$ cat config.mk
export PLATFORM = sky130hd
export DESIGN_NAME = btn_debounce_bank
export DESIGN_NICKNAME = d
export VERILOG_FILES = /design/src/rtl/btn_debounce_bank_pkg.sv /design/src/rtl/btn_debounce_bank_channel.sv /design/src/rtl/btn_debounce_bank.sv
export SDC_FILE = /design/constraint.sdc
export NUM_CORES = 1
export LEC_CHECK = 0
export BUFFER_PORTS_ARGS = -buffer_cell sky130_fd_sc_hd__clkbuf_2
export CORE_MARGIN = 5
export CORE_UTILIZATION = 25
export DETAILED_ROUTE_END_ITERATION = 10
export GPL_TIMING_DRIVEN = 0
export SLEW_MARGIN = 20
export SYNTH_ARGS = -nofsm -noshare
export SYNTH_HDL_FRONTEND = slang
export SYNTH_SLANG_ARGS = --single-unit
$ cat constraint.sdc
create_clock -name clk_i -period 4.1 [get_ports clk_i]
set_clock_uncertainty 0.1 [all_clocks]
set_input_delay 0.82 -clock clk_i [delete_from_list [all_inputs] [get_ports clk_i]]
set_output_delay 0.82 -clock clk_i [all_outputs]
set_load 0.02 [all_outputs]
$ cat src/rtl/btn_debounce_bank_pkg.sv
// Shared constants and helpers for the button debouncer bank.
// Default timing assumes a 50 MHz clk_i.
package btn_debounce_bank_pkg;

    localparam int unsigned DEF_STABLE_CYCLES = 131072;   // ~2.6 ms
    localparam int unsigned DEF_REPEAT_DELAY  = 25000000; // 500 ms
    localparam int unsigned DEF_REPEAT_PERIOD = 5000000;  // 100 ms

    // Number of bits needed to hold max_val (at least 1).
    function automatic int unsigned cnt_w(input int unsigned max_val);
        int unsigned w;
        w = 1;
        while ((w < 32) && ((64'(1) << w) <= 64'(max_val))) begin
            w = w + 1;
        end
        return w;
    endfunction

endpackage

$ cat src/rtl/btn_debounce_bank_channel.sv
// One debounced input: 2-flop synchroniser, stability counter, level and
// registered press/release strobes.
// Build option: DEBOUNCE_AUTOREPEAT_EN adds a per-channel repeat timer that
// re-issues press strobes while the input stays pressed.
module debounce_channel
    import btn_debounce_bank_pkg::*;
#(
    parameter int unsigned STABLE_CYCLES = DEF_STABLE_CYCLES,
    parameter bit          ACTIVE_LOW    = 1'b1
`ifdef DEBOUNCE_AUTOREPEAT_EN
    ,
    parameter int unsigned REPEAT_DELAY  = DEF_REPEAT_DELAY,
    parameter int unsigned REPEAT_PERIOD = DEF_REPEAT_PERIOD
`endif
) (
    input  logic clk_i,
    input  logic rst_i,
    input  logic btn_i,
    output logic level_o,
    output logic press_o,
    output logic release_o
);

    localparam int unsigned      CNT_W    = cnt_w(STABLE_CYCLES);
    localparam logic [CNT_W-1:0] CNT_LAST = CNT_W'(STABLE_CYCLES - 1);

    logic [1:0]       sync_q, sync_d;
    logic [CNT_W-1:0] cnt_q, cnt_d;
    logic             level_q, level_d;
    logic             press_q, press_d;
    logic             release_q, release_d;
    logic             s;

`ifdef DEBOUNCE_AUTOREPEAT_EN
    localparam int unsigned RPT_MAX = (REPEAT_DELAY > REPEAT_PERIOD) ? REPEAT_DELAY : REPEAT_PERIOD;
    localparam int unsigned RPT_W   = cnt_w(RPT_MAX);

    logic [RPT_W-1:0] rpt_q, rpt_d;
`endif

    // Synchronised input after normalisation, 1 = pressed.
    assign s = sync_q[1];

    // Next-state: sync shift, stability count, level flip and strobes.
    always_comb begin
        sync_d    = {sync_q[0], btn_i ^ ACTIVE_LOW};
        cnt_d     = '0;
        level_d   = level_q;
        press_d   = 1'b0;
        release_d = 1'b0;

        if (s != level_q) begin
            if (cnt_q == CNT_LAST) begin
                level_d   = ~level_q;
                press_d   = ~level_q;
                release_d = level_q;
            end else begin
                cnt_d = cnt_q + CNT_W'(1);
            end
        end

`ifdef DEBOUNCE_AUTOREPEAT_EN
        // Down-counter reloaded on acceptance; a release wins over a repeat
        // on the same edge, so press and release never coincide.
        rpt_d = rpt_q;
        if (level_d && !level_q) begin
            rpt_d = RPT_W'(REPEAT_DELAY - 1);
        end else if (level_d && level_q) begin
            if (rpt_q == '0) begin
                press_d = 1'b1;
                rpt_d   = RPT_W'(REPEAT_PERIOD - 1);
            end else begin
                rpt_d = rpt_q - RPT_W'(1);
            end
        end else begin
            rpt_d = '0;
        end
`endif
    end

    // State and output registers; reset drops any pending change.
    always_ff @(posedge clk_i or posedge rst_i) begin
        if (rst_i) begin
            sync_q    <= '0;
            cnt_q     <= '0;
            level_q   <= 1'b0;
            press_q   <= 1'b0;
            release_q <= 1'b0;
        end else begin
            sync_q    <= sync_d;
            cnt_q     <= cnt_d;
            level_q   <= level_d;
            press_q   <= press_d;
            release_q <= release_d;
        end
    end

`ifdef DEBOUNCE_AUTOREPEAT_EN
    // Auto-repeat timer register.
    always_ff @(posedge clk_i or posedge rst_i) begin
        if (rst_i) begin
            rpt_q <= '0;
        end else begin
            rpt_q <= rpt_d;
        end
    end
`endif

    assign level_o   = level_q;
    assign press_o   = press_q;
    assign release_o = release_q;

endmodule

$ cat src/rtl/btn_debounce_bank.sv
// Bank of CHANNELS independent button debouncers sitting behind board pins.
// Build option: DEBOUNCE_AUTOREPEAT_EN enables auto-repeat press strobes
// (REPEAT_DELAY / REPEAT_PERIOD exist only in that build).
module btn_debounce_bank
    import btn_debounce_bank_pkg::*;
#(
    parameter int unsigned CHANNELS      = 4,
    parameter int unsigned STABLE_CYCLES = DEF_STABLE_CYCLES,
    parameter bit          ACTIVE_LOW    = 1'b1
`ifdef DEBOUNCE_AUTOREPEAT_EN
    ,
    parameter int unsigned REPEAT_DELAY  = DEF_REPEAT_DELAY,
    parameter int unsigned REPEAT_PERIOD = DEF_REPEAT_PERIOD
`endif
) (
    input  logic                clk_i,
    input  logic                rst_i,
    input  logic [CHANNELS-1:0] btn_i,
    output logic [CHANNELS-1:0] level_o,
    output logic [CHANNELS-1:0] press_o,
    output logic [CHANNELS-1:0] release_o
);

    for (genvar g = 0; g < CHANNELS; g++) begin : g_ch
        debounce_channel #(
            .STABLE_CYCLES (STABLE_CYCLES),
            .ACTIVE_LOW    (ACTIVE_LOW)
`ifdef DEBOUNCE_AUTOREPEAT_EN
            ,
            .REPEAT_DELAY  (REPEAT_DELAY),
            .REPEAT_PERIOD (REPEAT_PERIOD)
`endif
        ) u_ch (
            .clk_i     (clk_i),
            .rst_i     (rst_i),
            .btn_i     (btn_i[g]),
            .level_o   (level_o[g]),
            .press_o   (press_o[g]),
            .release_o (release_o[g])
        );
    end

endmodule
; ---- Word-level counts from Yosys, hierarchy flattened
; Index checks and enable logic that the tools add are counted.
; Widths: inputs -> output; s select.
[word_totals]
elab_cells = 68
reg_bits = 92
output_inout_bits = 12
[classes]
bitwise = 8
addsub = 4
n_eq_ne = 8
n_mux = 24
n_reduce_logical = 4
[ops]
columns = operator, n
row1 = $mux 18, 8
row2 = $add 18x1->18 const B, 4
row3 = $eq 18x17->1 const B, 4
row4 = $mux 1, 16
row5 = $not 1->1, 8
row6 = $reduce_and 2->1, 4
row7 = $ne 1x1->1, 4

; ---- Logic depth before layout (Yosys ltp)
[logic_depth]
word_depth = 3
ltp_mapped = 7
mapped_depth_nobuf = 5

; ---- Cells and area by module
; A second synthesis with hierarchy kept.
[hier_totals]
cells_unflattened = 408
hier_area_um2 = 4449.3
[by_module_without_submodules]
columns = module, cells_per_inst, seq_area_each_um2, area_per_inst_um2, instances
row1 = debounce_channel, 102, 575.6, 1112.3, 4

; ---- Worst setup path after synthesis
; Ideal clock, no wire load.
[synth_path]
kind = register to register
startpoint = reg g_ch[1].u_ch.cnt_q[0]
endpoint = reg g_ch[1].u_ch.level_q
n_path_buf = 0
t_arrival_ns = 1.977
setup_slack_ns = 1.898
path_stages_with_launch = 6
cell_sequence = dfrtp_1 -> ha_1 -> nand4_4 -> or4_4 -> or3_4 -> mux2_4
[synth_between]
elab_chain_len = 2
[synth_lines]
columns = item, line_no
row1 = start: declaration, btn_debounce_bank_channel.sv:28  ; logic [CNT_W-1:0] cnt_q, cnt_d;
row2 = start signal: assignment, btn_debounce_bank_channel.sv:91  ; cnt_q <= cnt_d;
row3 = $eq 18x17->1, btn_debounce_bank_channel.sv:53  ; if (cnt_q == CNT_LAST) begin
row4 = $reduce_and 2->1 (no line), -
row5 = end signal: assignment, btn_debounce_bank_channel.sv:92  ; level_q <= level_d;
row6 = end: declaration, btn_debounce_bank_channel.sv:29  ; logic level_q, level_d;
; Every way passes these cells.
; A chain may end at the register's enable or synchronous reset.

; ---- Worst setup path after layout
[layout_path]
startpoint = reg g_ch[2].u_ch.cnt_q[0]
endpoint = reg g_ch[2].u_ch.cnt_q[7]
[layout_between]
elab_chain_len = 3
elab_cells_between_ends = 4
cone_classes = add/sub (1) / eq/ne (1) / mux (2)
[layout_lines]
columns = item, line_no
row1 = start: declaration, btn_debounce_bank_channel.sv:28
row2 = start signal: assignment, btn_debounce_bank_channel.sv:91
row3 = $add 18x1->18 / $eq 18x17->1 (equally long branches), "btn_debounce_bank_channel.sv:58, btn_debounce_bank_channel.sv:53"
row4 = $mux 18 (*), btn_debounce_bank_channel.sv:53
row5 = $mux 18 (*), btn_debounce_bank_channel.sv:52  ; if (s != level_q) begin
row6 = net g_ch[2].u_ch.cnt_d[7], btn_debounce_bank_channel.sv:28
; Mark *: on every way through the listed nets, which the timed path passes. The rest lies on a longest branch.

==> impl_metrics.csv <==
group,metric,value,unit
grt,grt_usage,8.66,%
setup_path,worstSetupStartpointType,"flop",
pwr,powerDensity,369,mW/mm²
synthesis,synth_cell_types,38,
setup_path,critPathBufInv,1,
clock_tree,cts_setup_buffers,0,
grt,antenna_found_initial,0,
worst_hold_path,hold_depth,0,
synthesis,async_flop_share,100,%
route,wirelength,8040,µm
placement,dp_hpwl,5620,µm
synthesis,syn_inst,412,
route,drtIter0Drc,190,
grt,grt_max_degree,53,
grt,grt_first_pass_wirelength,14200,µm
setup_path,path_class,"flop to flop",
synthesis,ys_dominant_reg_cell,"dfrtp_1",
flow_run,maxCapViolations,0,
status,status,"complete, no violations",
synthesis,synth_warnings,0,
grt,grt_pass1_vias,3112,
clock_tree,cts.root.buffer_cell,"clkbuf_16",
sta,setup-tns-final,0,ns
floorplanning,die_w,141,µm
sta,min_period,2.45,ns
setup_path,reg2reg_depth,6,
setup_path,path_cells,"ha_1 > nand4_1 > or4_4 > o31ai_2 > buf_2 > nor2_1",
setup_path,crit_path_end_kind,"flop",
synthesis,mappedNetlistArea,0.00429,mm²
sta,relSlewSlack,61.7,%
route,viasPerCell,4.49,
clock_tree,worstSkewPairLatency,0.34,ns
sta,setup-violations-final,0,
final_layout,syn2layout_area_growth,16.4,%
floorplanning,io_pins,18,
route,wl_per_cell,12.0,µm
route,drc,0,
placement,place_inst,655,
final_layout,stdcell_count,671,
clock_tree,cts_buffer_depth,2,
setup_path,cp_num_cells,6,
final_layout,drive_gt1_share,14.6,%
synthesis,syn_nets,422,
sta,worst_pin_slew,0.570,ns
final_layout,n_antenna_cell,0,
synthesis,synth-seq-cells,92,
floorplanning,start_util,25.2,%
clock_tree,cts_tree,"yes",
clock_tree,cts.hold.buffers_added,0,
route,vias,3011,
placement,gp_congestion,0.796,
setup_path,max_stage_delay,0.57,ns
clock_tree,cts_buffers,9,
sta,grt_setup_unrepaired,"no",
setup_path,crit_family,"simple AND/OR/NAND/NOR gates",
floorplanning,core-area,0.0171,mm²
sta,hold_violations,0,
final_layout,fin_nets,451,
floorplanning,die_height,141,µm
synthesis,synth_edf_count,0,
floorplanning,dieArea,0.0199,mm²
grt,overflow,0,
worst_hold_path,hp-class,"flop to flop",
clock_tree,cts_resized,0,
sta,maxSlewViolCount,0,
setup_path,required,4.23,ns
setup_path,crit_fanout,10,
sta,fmax,408,MHz
route,dr.pass1.iters,6,
placement,port-buffer-count,17,
clock_tree,cts_sinks,92,
clock_tree,cts_htree_levels,3,
route,ant_nets,0,
setup_path,crit_slowest_cell,"or4_4",
pwr,ir_worst_vdd,0.208,mV
synthesis,ys_seq_area_share,53.7,%
synthesis,avgSynthCellArea,10.4,µm²
pwr,p_leak,2.06,nW
floorplanning,core.rowCount,48,
setup_path,crit_arrival,2.58,ns
sta,fin_crit_sh,59.8,%
clock_tree,clkTransAtPathRegs,0.06,ns
## cell usage after synthesis, drive strengths merged (7+ instances only)
cell type / instances / share of area (%)
a21oi: 11 / 1.3
and4: 7 / 1.4
buf: 14 / 2.3
or3: 10 / 1.7
nand3: 31 / 3.7
inv: 13 / 1.1
xor2: 24 / 4.9
nor2: 70 / 6.1
nand4: 21 / 3.4
dfrtp: 92 / 54
nor3: 9 / 1.0
nand2: 16 / 1.4
o21ai: 9 / 1.0
xnor2: 34 / 6.9
nor4: 8 / 1.2
nor3b: 8 / 1.4
## layout by cell type, fill, tap and decap left out, drive strengths merged, types with 2 or more instances in the layout
master,synthesis,routed
dfrtp,92,92
clkbuf,6,36
or4,5,5
mux2,4,4
nand2,16,16
a21oi,11,11
nor3b,8,8
and4,7,7
nor2,70,70
clkinvlp,0,2
a31o,2,2
nor4,8,8
xor2,24,24
and3,6,6
xnor2,34,34
nor3,9,9
o31ai,3,3
buf,14,15
nand3,31,31
or3,10,10
ha,4,4
inv,13,13
o21ai,9,9
nand4,21,21
## where the power goes
group | total [W] | internal [W] | switching, W
sequential | 0.000936 | 0.000921 | 0.0000145
combinational | 0.0000606 | 0.0000195 | 0.0000411
clock | 0.000845 | 0.000506 | 0.000339
## cell type report
type	instances	area [µm²]
Tap cell	225	282
Fill cell	1791	12100
Buffer	20	123
Multi-Input combinational cell	287	1820
Sequential cell	92	2300
Clock buffer	13	260
Inverter	13	51.3
Clock inverter	3	45.0
Timing Repair Buffer	18	113
## kinds of logic (layout without fill, tap and decap cells)
group | count (synthesis) | count (layout) | share of synthesized area, %
and+or+nand+nor | 195 | 195 | 24.2
DFF | 92 | 92 | 53.7
xor gates and xnor gates | 58 | 58 | 11.8
buffers and inverters | 33 | 67 | 4.00
AOI/OAI and AO/OA | 25 | 25 | 3.70
muxes | 5 | 5 | 1.46
adders and majority gates | 4 | 4 | 1.17
## path summary, 6_finish.rpt
| check | start | endpoint | slack (ns) |
|---|---|---|---|
| worst max-delay path | g_ch[2].u_ch.cnt_q[0] | g_ch[2].u_ch.cnt_q[7] | 1.65 |
| worst min-delay path | g_ch[2].u_ch.sync_q[0] | g_ch[2].u_ch.sync_q[1] | 0.25 |
| worst max register to register | g_ch[2].u_ch.cnt_q[0] | g_ch[2].u_ch.cnt_q[7] | 1.65 |
| worst min register to register | g_ch[2].u_ch.sync_q[0] | g_ch[2].u_ch.sync_q[1] | 0.25 |
| max in group asynchronous | rst_i | g_ch[0].u_ch.cnt_q[5] | 2.85 |
| min in group asynchronous | rst_i | g_ch[1].u_ch.press_o | 0.41 |
## through the flow
stage,setup WS [ns],hold slack (ns),total power (W),utilization [%],area (µm²)
final,1.65,0.250,0.00184,29.3,4990
after global routing,1.43,0.261,0.00193,29.3,4990
after CTS,1.63,0.252,0.00187,29.3,4990
after detailed placement,1.64,0.237,0.00102,27.5,4690
after global placement,-0.237,0.237,0.00101,27.3,4660
after floorplan,0.788,0.231,0.000992,-,4290
## registers in the layout, indices dropped and copies added (netlist names)
name and count:
g_ch.u_ch.cnt_q 72, g_ch.u_ch.sync_q 8, g_ch.u_ch.level_o 4, g_ch.u_ch.press_o 4, g_ch.u_ch.release_o 4
## layer usage
layer | up-vias | track usage [%] | wire [µm]
met5 | - | 0 | 0
met4 | 0 | 3.72 | 144
met3 | 12 | 2.48 | 245
met2 | 28 | 14.3 | 3920
met1 | 1497 | 10.6 | 3740
li1 | 1474 | - | -
Note: power is estimated with default switching activity, not from simulation.
